[src/rtl/aes128_cbc_seq.sv]
`default_nettype none
// ============================================================================
//  Module      : aes128_cbc_seq
//  Description : Block sequencer that wraps an existing AES-128 core and
//                adds CBC chaining. One block is in flight at a time:
//                IDLE accepts a block, ISSUE starts the core, WAIT collects
//                the core result, OUT holds the ciphertext until the sink
//                accepts it.
//
//  Configuration macro:
//    AES_CBC_CHAIN_EN  defined   -> CBC mode (XOR with chain, IV register)
//                      undefined -> ECB mode (no XOR, no chain/IV registers,
//                                   iv_i / iv_load_i ignored)
//
//  Ports:
//    clk, rst              clock, synchronous active-high reset
//    key_i                 cipher key, captured when a block is accepted
//    iv_i, iv_load_i       IV value and load pulse (honoured only in IDLE)
//    in_valid_i/in_ready_o input block handshake
//    in_data_i, in_last_i  plaintext block, last-block-of-message flag
//    out_valid_o/out_ready_i output block handshake
//    out_data_o, out_last_o ciphertext block, last-block flag
//    core_start_o, core_key_o, core_plain_text_o    request to AES core
//    core_cipher_text_i, core_ready_i, core_done_i  response from AES core
//    busy_o                high whenever the sequencer is not in IDLE
//
//  Revision    : 1.0  initial release
// ============================================================================
module aes128_cbc_seq (
    input  logic         clk,
    input  logic         rst,
    input  logic [127:0] key_i,
    input  logic [127:0] iv_i,
    input  logic         iv_load_i,
    input  logic         in_valid_i,
    input  logic [127:0] in_data_i,
    input  logic         in_last_i,
    output logic         in_ready_o,
    output logic         out_valid_o,
    output logic [127:0] out_data_o,
    output logic         out_last_o,
    input  logic         out_ready_i,
    output logic         core_start_o,
    output logic [127:0] core_key_o,
    output logic [127:0] core_plain_text_o,
    input  logic [127:0] core_cipher_text_i,
    input  logic         core_ready_i,
    input  logic         core_done_i,
    output logic         busy_o
);

    localparam logic [1:0] S_IDLE  = 2'd0;
    localparam logic [1:0] S_ISSUE = 2'd1;
    localparam logic [1:0] S_WAIT  = 2'd2;
    localparam logic [1:0] S_OUT   = 2'd3;

    logic [1:0]   state_q,    state_d;
    logic [127:0] key_q,      key_d;
    logic [127:0] blk_q,      blk_d;
    logic [127:0] out_data_q, out_data_d;
    logic         last_q,     last_d;

    // Block presented to the core and effective IV-load request.
    logic [127:0] blk_in_w;
    logic         iv_load_w;

`ifdef AES_CBC_CHAIN_EN
    logic [127:0] chain_q, chain_d;
    logic [127:0] iv_q,    iv_d;

    assign blk_in_w  = in_data_i ^ chain_q;
    assign iv_load_w = iv_load_i;
`else
    // ECB: the IV inputs have no function in this build.
    logic unused_iv_w;

    assign unused_iv_w = ^{iv_i, iv_load_i};
    assign blk_in_w    = in_data_i;
    assign iv_load_w   = 1'b0;
`endif

    // ------------------------------------------------------------------
    // State and datapath registers
    // ------------------------------------------------------------------
    always_ff @(posedge clk) begin
        if (rst) begin
            state_q    <= S_IDLE;
            key_q      <= '0;
            blk_q      <= '0;
            out_data_q <= '0;
            last_q     <= 1'b0;
`ifdef AES_CBC_CHAIN_EN
            chain_q    <= '0;
            iv_q       <= '0;
`endif
        end else begin
            state_q    <= state_d;
            key_q      <= key_d;
            blk_q      <= blk_d;
            out_data_q <= out_data_d;
            last_q     <= last_d;
`ifdef AES_CBC_CHAIN_EN
            chain_q    <= chain_d;
            iv_q       <= iv_d;
`endif
        end
    end

    // ------------------------------------------------------------------
    // Next-state and next-datapath logic
    // ------------------------------------------------------------------
    always_comb begin
        state_d    = state_q;
        key_d      = key_q;
        blk_d      = blk_q;
        out_data_d = out_data_q;
        last_d     = last_q;
`ifdef AES_CBC_CHAIN_EN
        chain_d    = chain_q;
        iv_d       = iv_q;
`endif
        case (state_q)
            S_IDLE: begin
`ifdef AES_CBC_CHAIN_EN
                if (iv_load_i) begin
                    iv_d    = iv_i;
                    chain_d = iv_i;
                end
`endif
                // in_ready_o already excludes the IV-load cycle.
                if (in_valid_i && in_ready_o) begin
                    key_d   = key_i;
                    blk_d   = blk_in_w;
                    last_d  = in_last_i;
                    state_d = S_ISSUE;
                end
            end
            S_ISSUE: begin
                if (core_ready_i) begin
                    state_d = S_WAIT;
                end
            end
            S_WAIT: begin
                // core_done_i is only meaningful here; a done left over
                // from a request abandoned by reset lands in IDLE and is
                // dropped.
                if (core_done_i) begin
                    out_data_d = core_cipher_text_i;
`ifdef AES_CBC_CHAIN_EN
                    chain_d    = core_cipher_text_i;
`endif
                    state_d    = S_OUT;
                end
            end
            S_OUT: begin
                if (out_ready_i) begin
`ifdef AES_CBC_CHAIN_EN
                    // End of message: the next block chains from the IV.
                    if (last_q) begin
                        chain_d = iv_q;
                    end
`endif
                    state_d = S_IDLE;
                end
            end
            default: begin
                state_d = S_IDLE;
            end
        endcase
    end

    // ------------------------------------------------------------------
    // Outputs
    // ------------------------------------------------------------------
    always_comb begin
        in_ready_o   = 1'b0;
        core_start_o = 1'b0;
        out_valid_o  = 1'b0;
        busy_o       = 1'b1;
        case (state_q)
            S_IDLE: begin
                in_ready_o = ~iv_load_w;
                busy_o     = 1'b0;
            end
            S_ISSUE: begin
                // Single-cycle pulse: the state leaves ISSUE on this edge.
                core_start_o = core_ready_i;
            end
            S_OUT: begin
                out_valid_o = 1'b1;
            end
            default: begin
                core_start_o = 1'b0;
            end
        endcase
    end

    assign out_data_o        = out_data_q;
    assign out_last_o        = last_q;
    assign core_key_o        = key_q;
    assign core_plain_text_o = blk_q;

endmodule
`default_nettype wire

[config.mk]
export PLATFORM = sky130hd
export DESIGN_NAME = aes128_cbc_seq
export DESIGN_NICKNAME = d
export VERILOG_FILES = /design/src/rtl/aes128_cbc_seq.sv
export SDC_FILE = /design/constraint.sdc
export NUM_CORES = 1
export LEC_CHECK = 0
export BUFFER_PORTS_ARGS = -buffer_cell sky130_fd_sc_hd__buf_2
export CAP_MARGIN = 15
export CORE_AREA = 2 2 355 357
export DETAILED_ROUTE_END_ITERATION = 10
export DIE_AREA = 0 0 357 359
export SYNTH_ARGS = -nofsm -noshare
export SYNTH_HDL_FRONTEND = slang
export SYNTH_SLANG_ARGS = --single-unit
[constraint.sdc]
create_clock -name clk -period 2.2 [get_ports clk]
set_input_delay 0.66 -clock clk [delete_from_list [all_inputs] [get_ports clk]]
set_output_delay 0.66 -clock clk [all_outputs]
set_load 0.01 [all_outputs]
# After elaboration in Yosys (flattened, before gate mapping)
# Cells that the tools add are included.
# Widths: inputs -> output; s select.
[op_classes]
n_mux = 9
reduce_logical = 5
eq_ne = 7
[ops]
columns = ["op", "n"]
rows = [
  ["$mux 2", 4],
  ["$ne 2x2->1 const B", 4],
  ["$pmux 2 s4", 1],
  ["$eq 2x2->1 const B", 2],
  ["$mux 1", 4],
  ["$reduce_and 2->1", 2],
  ["$reduce_and 4->1", 1],
  ["$eq 2x1->1 const B", 1],
  ["$logic_not 2->1", 1],
  ["$logic_and 1x1->1", 1],
]
[totals]
regBits = 387
inputBits = 520
output_inout_bits = 389
elab_cells = 26

# Depth between registers and ports, before layout
[logic_depth]
depth_word = 5
ltp_mapped = 8
ltp_nobuf = 5

# Least setup slack after synthesis
# Ideal clock, no wire load.
[synth_path]
path_type = "reg2reg"
startpoint = "register state_q[0]"
endpoint = "register key_q[13] (netlist: core_key_o[13])"
path_slack_ps = 708
setup_time_ps = 70
arrival_time_ps = 1421
path_stages_with_launch = 8
period_less_slack_ps = 1492
required_time_ps = 2130
path_buffers = 2
path_cell_list = "dfxtp_1 inv_1 ha_1 nand2_2 buf_2 clkbuf_1 nand2_1 a21oi_1"
[synth_via]
elab_chain_cells = 4
[synth_rtl]
columns = ["element", "line", "text"]
rows = [
  ["start: declaration", "57", "logic [1:0] state_q, state_d;"],
  ["start signal: assignment", "97", "state_q <= state_d;"],
  ["$logic_not 2->1", "180", "case (state_q)"],
  ["$mux 1", "180", ""],
  ["named net in_ready_o", "38", "output logic in_ready_o,"],
  ["$logic_and 1x1->1", "131", "if (in_valid_i && in_ready_o) begin"],
  ["$reduce_and 2->1 (no line)", "n/a", ""],
  ["end signal: assignment", "98", "key_q <= key_d;"],
  ["end: declaration", "58", "logic [127:0] key_q, key_d;"],
]
# The timed path passes the listed nets, and every way through them passes these cells.
# A chain may end at the register's enable or synchronous reset.

# Worst setup path after layout
[layout_path]
startpoint = "register state_q[0]"
endpoint = "output core_start_o"
[layout_via]
elab_chain_cells = 2
[layout_rtl]
columns = ["element", "line", "text"]
rows = [
  ["$eq 2x1->1", "180", ""],
  ["$mux 1", "180", ""],
  ["end: declaration", "43", "output logic core_start_o,"],
]
# No other way between the ends.

==> run_summary.xml <==
<?xml version="1.0" encoding="UTF-8"?>
<metrics>
  <group name="grt">
    <metric name="initial_antenna_violation_count" unit="">30</metric>
    <metric name="overflow" unit="">0</metric>
    <metric name="grt_start_max_net_pins" unit="">75</metric>
    <metric name="first_global_vias" unit="">13745</metric>
    <metric name="grtUsageTotal" unit="">0.102</metric>
    <metric name="grt_first_pass_wirelength" unit="µm">94800</metric>
  </group>
  <group name="min_path">
    <metric name="min-delay-path-class" unit="">input port to flop</metric>
    <metric name="worst_hold_path.num_cells" unit="">3</metric>
  </group>
  <group name="synth">
    <metric name="synth.ff_latch_count" unit="">387</metric>
    <metric name="synth.yosys.seq_area_share" unit="">0.575</metric>
    <metric name="synth.avg_cell_area" unit="µm²">7.96</metric>
    <metric name="ys_types" unit="">17</metric>
    <metric name="synth_area" unit="mm²">0.0135</metric>
    <metric name="syn_nets" unit="">2216</metric>
    <metric name="postSynthCellCount" unit="">1692</metric>
    <metric name="yosysWarnings" unit="">0</metric>
  </group>
  <group name="timing">
    <metric name="final-setup-viol-count" unit="">0</metric>
    <metric name="finalCritPeriodShare" unit="">0.967</metric>
    <metric name="layout_min_cycle_time" unit="ps">2130</metric>
    <metric name="fin_setup_tns" unit="ps">0</metric>
    <metric name="final_hold_viol_count" unit="">0</metric>
    <metric name="final-max-slew-violation-count" unit="">0</metric>
    <metric name="timing.slew.headroom" unit="">0.702</metric>
    <metric name="actual_transition_at_the_worst_max_transition_pin" unit="ps">447</metric>
    <metric name="rsz0062_at_grt" unit="">false</metric>
    <metric name="max_clock_freq" unit="GHz">0.470</metric>
    <metric name="finalClockSkew" unit="ps">25.0</metric>
  </group>
  <group name="placed_design">
    <metric name="dp.cells" unit="">4064</metric>
    <metric name="gpl.final_weighted_congestion" unit="">0.912</metric>
    <metric name="post_dp_cell_area" unit="mm²">0.0195</metric>
    <metric name="portBuffers" unit="">779</metric>
    <metric name="dp.final_hpwl" unit="µm">55300</metric>
  </group>
  <group name="clock_network">
    <metric name="root_buffer" unit="">sky130_fd_sc_hd__clkbuf_16</metric>
    <metric name="cts-root-to-sink-buffers" unit="">3</metric>
    <metric name="cts.reportedPaths.clkPinSlew" unit="ps">60</metric>
    <metric name="clock_latency" unit="ps">620</metric>
    <metric name="clock_tree.htree_level_count" unit="">2</metric>
    <metric name="cts.sink_count" unit="">387</metric>
    <metric name="numCtsBuffers" unit="">50</metric>
    <metric name="cts_tree" unit="">yes</metric>
  </group>
  <group name="cells_and_area">
    <metric name="finalNonFillerCells" unit="">4161</metric>
    <metric name="final_layout_size_suffix_gt1_frac" unit="">0.374</metric>
    <metric name="area_growth" unit="%">57.5</metric>
    <metric name="design.final.nets" unit="">2991</metric>
    <metric name="mostFrequentLayoutCell" unit="">sky130_fd_sc_hd__buf_2</metric>
    <metric name="layout.cells.most_common_list" unit="">776 x sky130_fd_sc_hd__buf_2, 770 x sky130_fd_sc_hd__nand2_1, 385 x sky130_fd_sc_hd__a21oi_1, 385 x sky130_fd_sc_hd__dfxtp_1, 53 x sky130_fd_sc_hd__buf_4</metric>
    <metric name="finished_cell_area" unit="mm²">0.0212</metric>
    <metric name="num-fill-cells" unit="">14202</metric>
  </group>
  <group name="routing">
    <metric name="route.detailed.vias_per_inst" unit="">3.48</metric>
    <metric name="via_count" unit="">14475</metric>
    <metric name="totalWireLength" unit="µm">69400</metric>
    <metric name="firstDrtPassIters" unit="">5</metric>
    <metric name="initialDrtViolationCount" unit="">988</metric>
    <metric name="routedWlPerCell" unit="µm">16.7</metric>
    <metric name="antenna_violating_nets_post_route" unit="">0</metric>
    <metric name="drc_errors" unit="">0</metric>
  </group>
  <group name="die">
    <metric name="initial_core_util" unit="">0.108</metric>
    <metric name="die-width" unit="µm">357</metric>
    <metric name="design.portCount" unit="">909</metric>
    <metric name="floorplan.die.height" unit="µm">359</metric>
    <metric name="die_area" unit="mm²">0.128</metric>
    <metric name="placeableCoreArea" unit="mm²">0.125</metric>
    <metric name="fp-row-count" unit="">130</metric>
  </group>
  <group name="critical_path">
    <metric name="critical_path_arrival" unit="ps">1470</metric>
    <metric name="timing.critical_path.required" unit="ps">1540</metric>
    <metric name="worstSetupStartpointType" unit="">flop</metric>
    <metric name="critPathKind" unit="">flop to output pin</metric>
    <metric name="crit_path_max_fanout" unit="">3</metric>
    <metric name="worstSetupEndpointType" unit="">output pin</metric>
    <metric name="timing.reg2reg.worst_path_depth" unit="">7</metric>
  </group>
  <group name="pwr">
    <metric name="power.density_cell_area" unit="mW/mm²">1120</metric>
    <metric name="cellLeakagePower" unit="nW">9.35</metric>
    <metric name="vdd_ir_drop_max" unit="mV">0.681</metric>
    <metric name="report.power.total" unit="mW">23.8</metric>
  </group>
  <group name="run_status">
    <metric name="status" unit="">finished, final reports clean</metric>
  </group>
  <group name="run">
    <metric name="max_cap_viol_count" unit="">0</metric>
  </group>
</metrics>
-- cell families after synthesis --
group,after synthesis,synth area share
simple gates,781,0.219
compound gates,387,0.144
flops,387,0.575
buf+inv,131,0.0558
fa+ha+maj,4,0.00372
mux,2,0.00149
-- sequential cells by signal, indices dropped and copies added, names as in the netlist --
name               flops
state_q                2
core_key_o           128
out_data_o           128
core_plain_text_o    128
out_last_o             1
-- critical path: stages, from the launching register on --
cell	delay [ps]
sky130_fd_sc_hd__dfxtp_2	320
sky130_fd_sc_hd__buf_6	120
sky130_fd_sc_hd__ha_4	150
sky130_fd_sc_hd__and2_1	120
sky130_fd_sc_hd__buf_2	140
-- cell usage after synthesis --
cell type	number	share of area
sky130_fd_sc_hd__ha_1	4	0.0037
sky130_fd_sc_hd__nand2b_1	6	0.0028
sky130_fd_sc_hd__nand2_1	771	0.21
sky130_fd_sc_hd__buf_4	4	0.0022
sky130_fd_sc_hd__o2111a_1	1	0.00084
sky130_fd_sc_hd__clkbuf_1	55	0.015
sky130_fd_sc_hd__and2_1	3	0.0014
sky130_fd_sc_hd__a21oi_1	385	0.14
sky130_fd_sc_hd__o21bai_1	1	0.00056
sky130_fd_sc_hd__mux2i_1	2	0.0015
sky130_fd_sc_hd__buf_1	9	0.0025
sky130_fd_sc_hd__dfxtp_1	387	0.58
sky130_fd_sc_hd__inv_1	3	0.00084
sky130_fd_sc_hd__buf_2	34	0.013
sky130_fd_sc_hd__nand2_2	1	0.00046
sky130_fd_sc_hd__buf_8	2	0.0022
sky130_fd_sc_hd__buf_6	24	0.020
-- through the flow --
stage | setup WS, ps | hold WS [ps] | utilization
after CTS | -7.15 | 199 | 0.170
after detailed placement | 185 | 442 | 0.156
after floorplan | 708 | 481 | -
final | 72.0 | 269 | 0.170
after global placement | 216 | 438 | 0.156
after global routing | 3.01 | 223 | 0.170
-- repair_timing --
item	4_1_cts	5_1_grt
hold buffers	0	0
setup buffers	2	0
gates resized for setup	13	0
endpoints found under the setup margin	4	0
-- routing by layer --
layer  wire (µm)  track usage  vias up
li1            -            -     6971
met1       28000        0.120     6590
met2       29900        0.160      757
met3        9310       0.0533      135
met4        2060       0.0307       22
met5         145            0        -
-- layout make-up --
| type | instances | area, µm² | area share |
|---|---|---|---|
| repair buffers | 851 | 4690 | 0.221 |
| diodes | 6 | 15.0 | 0.000708 |
| clock buffers | 68 | 1370 | 0.0645 |
| clock inverters | 22 | 290 | 0.0137 |
| inverters | 3 | 11.3 | 0.000531 |
| multi-input cells | 1174 | 5020 | 0.237 |
| well taps | 1650 | 2060 | 0.0973 |
| flip-flops and latches | 387 | 7750 | 0.365 |
-- path summary, 6_finish.rpt --
path	start	end	slack (ps)
worst max-delay path	state_q[0]	core_start_o	70
worst min-delay path	in_data_i[82]	core_plain_text_o[82]	270
worst max register to register	state_q[0]	core_key_o[9]	400
worst min register to register	core_plain_text_o[49]	core_plain_text_o[49]	450
-- power breakdown --
part           total [mW]  internal (mW)  switching [mW]
combinational        6.66           2.45            4.21
clock                8.40           4.97            3.43
sequential           8.74           8.14           0.602
Note: power is estimated with default switching activity, not from simulation.
